`src/rtl/digital_decimation_mc.sv`:
```
// Multi-channel run-time programmable decimator for the logic capture path.
// Folds each window of accepted samples into one result and hands it off through a one-entry output register.
module digital_decimation_mc #(
    parameter int CHANNELS    = 16,
    parameter int RATIO_WIDTH = 16
) (
    input  logic                   clk,
    input  logic                   rst,
    input  logic                   en,
    input  logic [RATIO_WIDTH-1:0] ratio,
    input  logic [1:0]             mode,
    input  logic                   in_valid,
    input  logic [CHANNELS-1:0]    in_data,
    output logic                   out_valid,
    input  logic                   out_ready,
    output logic [CHANNELS-1:0]    out_data,
    output logic [CHANNELS-1:0]    out_aux,
    output logic                   overflow,
    input  logic                   clr_ovf
);

    typedef enum logic [1:0] {
        MODE_SAMPLE = 2'd0,
        MODE_PEAK   = 2'd1,
        MODE_EDGE   = 2'd2,
        MODE_RSVD   = 2'd3
    } mode_t;

    localparam logic [RATIO_WIDTH-1:0] ONE = RATIO_WIDTH'(1);

    logic [RATIO_WIDTH-1:0] cnt;
    logic [RATIO_WIDTH-1:0] n_lat;
    mode_t                  mode_lat;
    logic [CHANNELS-1:0]    first_acc;
    logic [CHANNELS-1:0]    or_acc;
    logic [CHANNELS-1:0]    and_acc;
    logic [CHANNELS-1:0]    edge_acc;
    logic [CHANNELS-1:0]    prev;
    logic                   prev_valid;

    logic                   accept;
    logic                   start;
    logic [RATIO_WIDTH-1:0] n_eff;
    mode_t                  mode_eff;
    logic [CHANNELS-1:0]    first_nxt;
    logic [CHANNELS-1:0]    or_nxt;
    logic [CHANNELS-1:0]    and_nxt;
    logic [CHANNELS-1:0]    edge_nxt;
    logic                   close;
    logic [CHANNELS-1:0]    res_data;
    logic [CHANNELS-1:0]    res_aux;
    logic                   load;
    logic                   drop;

    // The first sample of a window uses the live config, which is also what gets latched for the rest of it.
    always_comb begin
        // NOTE: every always_comb output gets a default first, so no path can infer a latch.
        accept    = en && in_valid;
        start     = (cnt == '0);
        n_eff     = n_lat;
        mode_eff  = mode_lat;
        first_nxt = first_acc;
        or_nxt    = or_acc | in_data;
        and_nxt   = and_acc & in_data;
        edge_nxt  = edge_acc;
        res_data  = '0;
        res_aux   = '0;

        if (start) begin
            n_eff     = (ratio == '0) ? ONE : ratio;
            mode_eff  = mode_t'(mode);
            first_nxt = in_data;
            or_nxt    = in_data;
            and_nxt   = in_data;
            edge_nxt  = '0;
        end
        if (prev_valid) begin
            edge_nxt = edge_nxt | (in_data ^ prev);
        end

        close = accept && (cnt == n_eff - ONE);

        case (mode_eff)
            MODE_PEAK: begin
                res_data = or_nxt;
                res_aux  = and_nxt;
            end
            MODE_EDGE: begin
                res_data = in_data;
                res_aux  = edge_nxt;
            end
            default: begin
                res_data = first_nxt;
                res_aux  = '0;
            end
        endcase

        load = close && (!out_valid || out_ready);
        drop = close && out_valid && !out_ready;
    end

    always_ff @(posedge clk) begin
        // NOTE: sequential state uses non-blocking assignments so every register sees pre-edge values.
        if (rst || !en) begin
            cnt        <= '0;
            n_lat      <= ONE;
            mode_lat   <= MODE_SAMPLE;
            first_acc  <= '0;
            or_acc     <= '0;
            and_acc    <= '0;
            edge_acc   <= '0;
            prev       <= '0;
            prev_valid <= 1'b0;
        end else if (accept) begin
            cnt        <= close ? '0 : cnt + ONE;
            first_acc  <= first_nxt;
            or_acc     <= or_nxt;
            and_acc    <= and_nxt;
            edge_acc   <= edge_nxt;
            prev       <= in_data;
            prev_valid <= 1'b1;
            if (start) begin
                n_lat    <= n_eff;
                mode_lat <= mode_eff;
            end
        end
    end

    // Output register survives en low; only rst empties it.
    always_ff @(posedge clk) begin
        if (rst) begin
            out_valid <= 1'b0;
            out_data  <= '0;
            out_aux   <= '0;
            overflow  <= 1'b0;
        end else begin
            if (load) begin
                out_valid <= 1'b1;
                out_data  <= res_data;
                out_aux   <= res_aux;
            end else if (out_valid && out_ready) begin
                out_valid <= 1'b0;
            end

            if (drop) begin
                overflow <= 1'b1;
            end else if (clr_ovf) begin
                overflow <= 1'b0;
            end
        end
    end

endmodule

```
`config.mk`:
```
export PLATFORM = sky130hd
export DESIGN_NAME = digital_decimation_mc
export DESIGN_NICKNAME = d
export VERILOG_FILES = /design/src/rtl/digital_decimation_mc.sv
export SDC_FILE = /design/constraint.sdc
export NUM_CORES = 1
export LEC_CHECK = 0
export CAP_MARGIN = 40
export CORE_MARGIN = 8
export CORE_UTILIZATION = 57
export DETAILED_ROUTE_END_ITERATION = 8
export PLACE_DENSITY = 0.8
export RECOVER_POWER = 100
export SYNTH_ARGS = -nofsm -noshare
export SYNTH_HDL_FRONTEND = slang
export SYNTH_SLANG_ARGS = --single-unit
```
`constraint.sdc`:
```
create_clock -name clk -period 6 [get_ports clk]
set_input_delay 1.2 -clock clk [delete_from_list [all_inputs] [get_ports clk]]
set_output_delay 1.2 -clock clk [all_outputs]
set_load 0.01 [all_outputs]
```
### Word level (Yosys, flattened, before mapping)

Cells that the tools add are included.

* bits of input ports: 40
* output and inout port bits: 34
* flip-flop bits (word level): 149
* word-level logic and storage cells: 53

* equal/unequal tests: 3
* bitwise logic cells: 4
* muxes and demuxes: 15
* add/sub/neg operators: 2
* reduce and logical (&&, ||, !) cells: 16

Operators with widths (number)
* $mux W16: 8
* $pmux W16 S2: 2
* $logic_not A16 Y1: 2
* $or A16 B16 Y16: 2
* $add A16 B1 Y16 const B: 1
* $and A16 B16 Y16: 1
* $eq A16 B16 Y1: 1
* $sub A16 B1 Y16 const B: 1
* $xor A16 B16 Y16: 1
* $logic_and A1 B1 Y1: 6
* $mux W1: 4
* $reduce_bool A2 Y1: 2
* $logic_not A1 Y1: 3
* $eq A2 B1 Y1 const B: 1
* $eq A2 B2 Y1 const B: 1
* $logic_or A1 B1 Y1: 2
* $mux W2: 1
* $reduce_and A2 Y1: 1

### Depth between registers and ports, before layout

Gate-level depths: netlist of run 1.

* word-level depth: 9
* depth in mapped cells: 21
* gate-level depth less buffers: 16

### Least setup slack after synthesis of run 1

OpenSTA, ideal clock, no wires.

* path type: reg-to-reg
* start: reg cnt[0]
* end: reg out_aux[10]
* buffers on the path: 6
* slack: 1.005 ns
* stages on the path, launching flop included: 22
* arrival time: 4.867 ns
* required time: 5.872 ns
* library setup time: 0.128 ns
* clock period less this slack: 4.995 ns
* path through: dfxtp_1 inv_1 ha_1 nor4b_2 and4_1 buf_2 buf_2 buf_1 mux2i_1 ha_1 buf_2 or3b_2 or4_4 nor4b_2 o21ai_0 nand2_1 or4b_4 a2111oi_4 buf_6 buf_8 mux2i_1 nor2_1

* longest elaborated chain between the ends: 6
* elaborated cells on any way between the ends: 14
* classes of those cells: 1 x add/sub; 3 x eq/ne; 6 x mux; 1 x bitwise; 3 x reduce/logical

Ends and longest elaborated chain
* start: declaration: line 31 `logic [RATIO_WIDTH-1:0] cnt;`
* start signal: assignment: line 115 `cnt <= close ? '0 : cnt + ONE;`
* $logic_not A16 Y1: line 59 `start = (cnt == '0);`
* $mux W16: line 69 `if (start) begin`
* $sub A16 B1 Y16: line 81 `close = accept && (cnt == n_eff - ONE);`
* $eq A16 B16 Y1: line 81
* $logic_and A1 B1 Y1: line 81
* $logic_and A1 B1 Y1: line 98 `load = close && (!out_valid || out_ready);`
* end signal: assignment: line 140 `out_aux <= res_aux;`
* end: declaration: line 17 `output logic [CHANNELS-1:0] out_aux,`

Parallel ways exist; a longest one is shown, timed or not.
A chain may end at the register's enable or synchronous reset.

### Final worst setup path of run 1

* start: in in_valid
* end: reg n_lat[5]

* longest elaborated chain between the ends: 2

Ends and longest elaborated chain
* start: declaration: line 12 `input logic in_valid,`
* $logic_and A1 B1 Y1: line 58 `accept = en && in_valid;`
* $reduce_and A2 Y1 (no line)
* end signal: assignment: line 123 `n_lat <= n_eff;`
* end: declaration: line 32 `logic [RATIO_WIDTH-1:0] n_lat;`

No other way between the ends.

==> results by group, run 1 <==
Synthesis
  • Synth Cell Area: approximately 7300 µm²
  • Mean post-synth cell area: 8.48 µm²
  • Post-synth EDFFs: 0
  • Syn_nets: 908
  • Ys async rst share: 0%
  • Post-Synth Adder-Cell Area: 0.855%
  • Compound-Gate Fraction of Synth Area: between 20 and 25%
  • Synth warnings: 0
  • Synth Flop Type: dfxtp_1
  • Register area share after synthesis: around two fifths
  • Multiplexer share of the synthesized area: 6.05%
  • Synth Area in XOR/XNOR: between 5 and 6%
  • Largest family of logic cells by synthesized area: compound AO/OA/AOI/OAI gates
  • Synth Register Bits: 149
  • Yosys cell types: between 60 and 70
  • Synth Area in Simple Gates: between 10% and 20%
  • Mapped Cells: 863

CTS
  • Clock latency on the worst-skew pair: ~430 ps
  • Root buffer cell: clkbuf_16
  • H-tree levels: 4
  • Clock slew at reported path FFs: 60 ps
  • Setup Fix Bufs, Post-CTS: 0
  • CTS Hold Bufs: 0
  • Post_cts resized: 0
  • Num CTS Buffers: 17
  • CTS Buffer Depth: 2
  • Num Clock Sinks: 149
  • CTS tree: yes

Floorplanning
  • Die span in y: around 130 µm
  • Core box area: approximately 13000 µm²
  • Die area: 16700 µm²
  • Row count: 41
  • Die X: approximately 130 µm
  • Top Ports: between 70 and 80
  • Initial Util: between 50% and 60%

Placed design
  • Dpl hpwl: around 15000 µm
  • Placer congestion estimate: about 0.90
  • Placed insts: between 1000 and 1500
  • DP Area: 8140 µm²
  • Port Buffers: between 70 and 80

Layout
  • Non-Filler Instances: roughly 1100
  • Final instance area: around 8700 µm²
  • Inserted Diodes: 0
  • Layout area overhead: 19.5%
  • Most common cell after layout, fill and taps aside: dfxtp_1
  • Fillcell total: 986
  • Most frequent cells in the layout: dfxtp_1, nand2_1, nor2_1
  • Nets: roughly 940
  • Share of layout cells above drive strength 1: 8.03%

Setup path
  • Crit path max fanout: 27
  • Critical path required time: roughly 6300 ps
  • CP startpoint kind: input port
  • WS Path Type: input port to flop
  • Crit path DAT: 5890 ps
  • Setup crit end kind: flop

Timing
  • Post-route clock skew: around 9.6 ps
  • Clock period minus worst slack: ~5600 ps
  • Peak Freq: around 180 MHz
  • Max Slew Vio Count: 102
  • Final setup fails: 0
  • Slew HR: -26.8%
  • RSZ-0062 raised after global routing: false
  • Final Hold Viols: 0
  • Final period utilization: between 90% and 100%
  • Slew @ Worst Pin: roughly 1900 ps
  • Hold_ws: ~450 ps
  • Sum of negative setup slack: 0 ps

Power and ir drop
  • Pleak: 0.00326 µW
  • PwrDens: around 280 nW/µm²
  • Peak supply drop: 232 µV
  • Overall power: around 2500 µW

Drt
  • Routed WL per cell: approximately 20 µm
  • DRT iter0 DRCs: 875
  • Detailed-route wire length: between 20000 and 25000 µm
  • DRT Pass-1 Iters: 7
  • Routed via count: 6921
  • DR vias/cell: ~6.4
  • DRC: 0
  • ANT nets after route: 0

Min path
  • Hold crit path type: flop to flop

GRT
  • Gr ovfl total: 0
  • GRT Total Usage: 26.7%
  • Global-route wire length before repair: 35500 µm
  • Initial antenna violation count: 0
  • Vias in the first global route: roughly 7000
  • Maximum number of pins on one net before global-route repair: 49

Run
  • Max_cap viols: 4

Run status
  • Failing checks: capacitance limit, slew limit
  • Run status: complete, but fails checks
[layout make-up]
class                   instances  area [µm²]  area share (%)
inverters                      12        45.0           0.515
multi-input cells             624        3960            45.3
clock buffers                  20         457            5.22
well taps                     172         215            2.46
flip-flops and latches        149        2980            34.1
repair buffers                 93         870            9.94
clock inverters                11         219            2.50
[cells by family after synthesis]
kind of cell | after synthesis
multiplexers | 44
AND/OR/NAND/NOR | 314
flip-flops | 149
AO/OA/AOI/OAI | 216
XOR/XNOR | 45
buffers and inverters | 90
adder cells (fa/ha/maj) | 5
[critical path: stages]
cell and delay (ps):
dlygate4sd3_1 520, clkbuf_1 1090, nand2_1 530, nor2_1 1470, clkbuf_2 730, nand2_1 160
a21oi_1 170
[per-stage QoR]
| stage | utilization [%] | setup slack [ps] |
|---|---|---|
| 2_1_floorplan | - | 1010 |
| 3_3_place_gp | 64.4 | 391 |
| 3_5_place_dp | 64.8 | 259 |
| 4_1_cts | 70.2 | 612 |
| 5_1_grt | 69.6 | 166 |
| 6_report | 69.6 | 439 |
[Yosys cell counts (3+ instances only)]
| master | number | area [µm²] |
|---|---|---|
| a21oi_1 | 61 | 305 |
| buf_2 | 8 | 40.0 |
| and3_1 | 8 | 50.1 |
| nand3_1 | 10 | 50.1 |
| nor2_1 | 110 | 413 |
| a22o_1 | 16 | 140 |
| a211oi_1 | 17 | 128 |
| mux2i_1 | 42 | 420 |
| a222oi_1 | 14 | 140 |
| nand2b_1 | 5 | 31.3 |
| o2111ai_1 | 3 | 26.3 |
| clkbuf_1 | 59 | 221 |
| ha_1 | 5 | 62.6 |
| nor3_1 | 19 | 95.1 |
| nand4_1 | 6 | 37.5 |
| nand3b_1 | 3 | 22.5 |
| o21bai_1 | 4 | 30.0 |
| o22ai_1 | 4 | 25.0 |
| o21ai_0 | 9 | 45.0 |
| nor2b_1 | 5 | 31.3 |
| or3_1 | 8 | 50.1 |
| xor2_1 | 29 | 254 |
| o211ai_1 | 18 | 135 |
| xnor2_1 | 16 | 140 |
| dfxtp_1 | 149 | 2980 |
| nor4_1 | 8 | 50.1 |
| a22oi_1 | 31 | 233 |
| buf_1 | 8 | 30.0 |
| nand2_1 | 110 | 413 |
| and4_1 | 4 | 35.0 |
| inv_1 | 12 | 45.0 |
| a311oi_1 | 3 | 26.3 |
| o221a_2 | 16 | 180 |
[per-layer routing]
layer	share of wire (%)	vias up	routed length [µm]	global-route usage, %
met5	0	-	0	0
li1	-	3168	-	-
met2	48	337	10700	43.8
met4	2.7	0	602	12.1
met1	41	3353	9070	32.9
met3	8.1	63	1800	5.75
[sequential cells by signal, indices dropped and copies added, names as in the netlist]
register / count
and_acc: 16
mode_lat: 2
or_acc: 16
n_lat: 16
prev_valid: 1
first_acc: 16
out_valid: 1
prev: 16
out_aux: 16
edge_acc: 16
overflow: 1
cnt: 16
out_data: 16
[path summary, 6_finish.rpt]
path | depth (start not counted) | start | end | slack [ps]
max reg2reg | 14 | cnt[12]$_SDFFE_PP0P_ | cnt[9]$_SDFFE_PP0P_ | 920
min | 2 | first_acc[8]$_SDFFE_PP0P_ | first_acc[8]$_SDFFE_PP0P_ | 450
max | 7 | in_valid | n_lat[5]$_SDFFE_PP0P_ | 440
min reg2reg | 2 | first_acc[8]$_SDFFE_PP0P_ | first_acc[8]$_SDFFE_PP0P_ | 450
[where the power goes]
| part | internal, µW | total (µW) | switching (µW) | leakage (µW) |
|---|---|---|---|---|
| Combinational | 91.4 | 249 | 157 | 0.00173 |
| Sequential | 1000 | 1020 | 13.3 | 0.00121 |
| Clock | 803 | 1220 | 422 | 0.000328 |
(Power assumes the default switching activity.)
==> inputs of run 2 (changes only) <==
Settings changed: CORE_ASPECT_RATIO from default to 1.4, PLACE_DENSITY 0.8 to 0.87.
==> run 2 against run 1 <==
Compared with the run above:
- via count is 0.78% higher
- routed wire length is 1.5% higher
- cell count is 1.6% lower
- setup slack better by 40 ps
- the flow still finishes with violations (capacitance limit, slew limit)
- critical endpoint is now out_aux[0]$_SDFFE_PP0P_
==> results by group, run 2 (synthesis results as in run 1) <==
Run status
  • Run status: complete, but fails checks
  • Failing checks: capacitance limit, slew limit

Setup path
  • Crit path DAT: 5750 ps (-140 ps)
  • CP startpoint kind: input port
  • Critical path required time: 6230 ps (-100 ps)
  • WS Path Type: input port to flop
  • Reg2reg end: out_aux[0]$_SDFFE_PP0P_
  • Cell count of the worst reg-to-reg path: 17 (+3)
  • Crit path max fanout: 48 (+78%)
  • Reg2reg setup slack: 700 ps (-220 ps)
  • Worst R2R Start: cnt[0]$_SDFFE_PP0P_
  • Setup crit end kind: flop

Placed design
  • Placed insts: 1032 (-1.7%)
  • Dpl hpwl: 14900 µm (+2.6%)
  • Placer congestion estimate: 0.972 (+8.2%)
  • Port Buffers: 73 (unchanged)

Layout
  • Inserted Diodes: 0 (unchanged)
  • Non-Filler Instances: 1064 (-1.6%)
  • Layout area overhead: 18.7%
  • Nets: 943 (+0.11%)
  • Most frequent cells in the layout: dfxtp_1, nor2_1, nand2_1
  • Most common cell after layout, fill and taps aside: dfxtp_1
  • Share of layout cells above drive strength 1: 8.67% (+0.64 points)

Drt
  • DRT Pass-1 Iters: 8 (+1)
  • Routed via count: 6975 (+0.78%)
  • Routed WL per cell: 21.1 µm (+3.1%)
  • DRT iter0 DRCs: 639 (-27%)
  • DR vias/cell: 6.56 (+2.4%)
  • ANT nets after route: 0 (unchanged)
  • Detailed-route wire length: 22500 µm (+1.5%)
  • DRC: 0 (unchanged)

Timing
  • Sum of negative setup slack: 0 ps (unchanged)
  • Clock period minus worst slack: 5520 ps (-40.5 ps)
  • Slew @ Worst Pin: 1850 ps (-56.7 ps)
  • Max Slew Vio Count: 38 (-63%)
  • Slew HR: -23.1% (+3.8 points)
  • Peak Freq: 181 MHz (+0.73%)
  • Final setup fails: 0 (unchanged)
  • RSZ-0062 raised after global routing: false
  • Final period utilization: 92.0% (-0.67 points)
  • Final Hold Viols: 0 (unchanged)
  • Post-route clock skew: 11.8 ps (+2.19 ps)
  • Hold_ws: 455 ps (+1.48 ps)

Floorplanning
  • Top Ports: 74 (unchanged)
  • Die X: 112 µm (-14%)
  • Row count: 49 (+20%)
  • Die span in y: 150 µm (+16%)
  • Die area: 16800 µm² (+0.30%)
  • Core box area: 12700 µm² (+0.98%)
  • Initial Util: 57.7% (-0.56 points)

GRT
  • Global-route wire length before repair: 35400 µm (-0.23%)
  • Initial antenna violation count: 0 (unchanged)
  • GRT Total Usage: 26.5% (-0.15 points)
  • Vias in the first global route: 6812 (-2.1%)
  • Maximum number of pins on one net before global-route repair: 60 (+22%)
  • Gr ovfl total: 0 (unchanged)

Power and ir drop
  • PwrDens: 273 nW/µm² (-4.2%)
  • Peak supply drop: 199 µV (-14%)
  • Pleak: 0.00325 µW (-0.50%)

Min path
  • Hold crit path type: flop to flop
  • WHS Endpoint: or_acc[15]$_SDFFE_PP0P_
  • Hold Path Cell Cnt: 2 (unchanged)
  • Hold path start: or_acc[15]$_SDFFE_PP0P_

CTS
  • Post_cts resized: 0 (unchanged)
  • Root buffer cell: clkbuf_16
  • Num CTS Buffers: 17 (unchanged)
  • Clock latency on the worst-skew pair: 420 ps (about the same)
  • Setup Fix Bufs, Post-CTS: 0 (unchanged)
  • H-tree levels: 4 (unchanged)
  • Num Clock Sinks: 149 (unchanged)
  • CTS Buffer Depth: 2 (unchanged)
  • CTS Hold Bufs: 0 (unchanged)
  • Clock slew at reported path FFs: 60 ps (about the same)
  • CTS tree: yes

Run
  • Max_cap viols: 1 (-3)
-- run 2: cell types whose count changed in the layout (fill, tap and decap cells not counted), moves of 2 or more --
cell / before / now
clkinv_4: 0 / 4
buf_4: 12 / 15
bufinv_16: 6 / 3
clkbuf_1: 6 / 3
clkdlybuf4s50_1: 36 / 38
dlygate4sd3_1: 37 / 35
-- run 2: metrics by stage --
stage          utilization (%)  cell area (µm²)  worst slack, ps  total power, µW
2_1_floorplan                -             7320             1010             1190
3_3_place_gp              63.7             8090              261             1280
3_5_place_dp              63.8             8100              188             1280
4_1_cts                   68.7             8710              591             2370
5_1_grt                   68.5             8690              189             2440
6_report                  68.5             8690              480             2370
-- run 2: report_power, final --
group	internal (µW)	leakage [µW]	total, µW	switching (µW)
logic	92.5	0.00174	250	157
clock network	672	0.000300	1100	431
registers	1000	0.00121	1020	13.6
-- run 2: how the worst max path moves through the flow --
stage                              from                        to  slack, ps  cells past startpoint
floorplan           cnt[0]$_SDFFE_PP0P_  out_aux[10]$_SDFFE_PP0P_       1010                     21
global placement               ratio[8]   out_aux[6]$_SDFFE_PP0P_        260                     16
detailed placement             ratio[8]   out_aux[0]$_SDFFE_PP0P_        190                     16
CTS                            ratio[8]   out_aux[0]$_SDFFE_PP0P_        590                     16
global route                   ratio[5]  out_aux[15]$_SDFFE_PP0P_        190                     16
finish                         ratio[8]   out_aux[0]$_SDFFE_PP0P_        480                     16
-- run 2: area by class of cell --
class                   instances  area (µm²)
clock buffers                  19         443
clock inverters                13         171
fillers                       967        4000
inverters                      12        45.0
multi-input cells             624        3960
flip-flops and latches        149        2980
well taps                     153         191
repair buffers                 94         892
-- run 2: worst max-delay path, stage by stage --
cell	delay [ps]
clkdlybuf4s50_1	580
or3_1	230
nor4_1	110
a21o_1	200
a21oi_1	150
ha_1	310
or3b_2	520
or4_4	450
nor4b_2	370
o21ai_0	130
nand2_1	100
or4b_4	500
a2111oi_4	280
buf_12	310
mux2i_1	240
nor2_1	60
-- run 2: metal layers --
metal / part of all wire (%) / up-vias / routed length [µm] / global-route usage [%]
li1: - / 3174 / - / -
met1: 36 / 3321 / 8030 / 27.5
met2: 52 / 369 / 11600 / 47.6
met3: 6.4 / 111 / 1430 / 5.74
met4: 6.3 / 0 / 1420 / 17.7
met5: 0 / - / 0 / 0
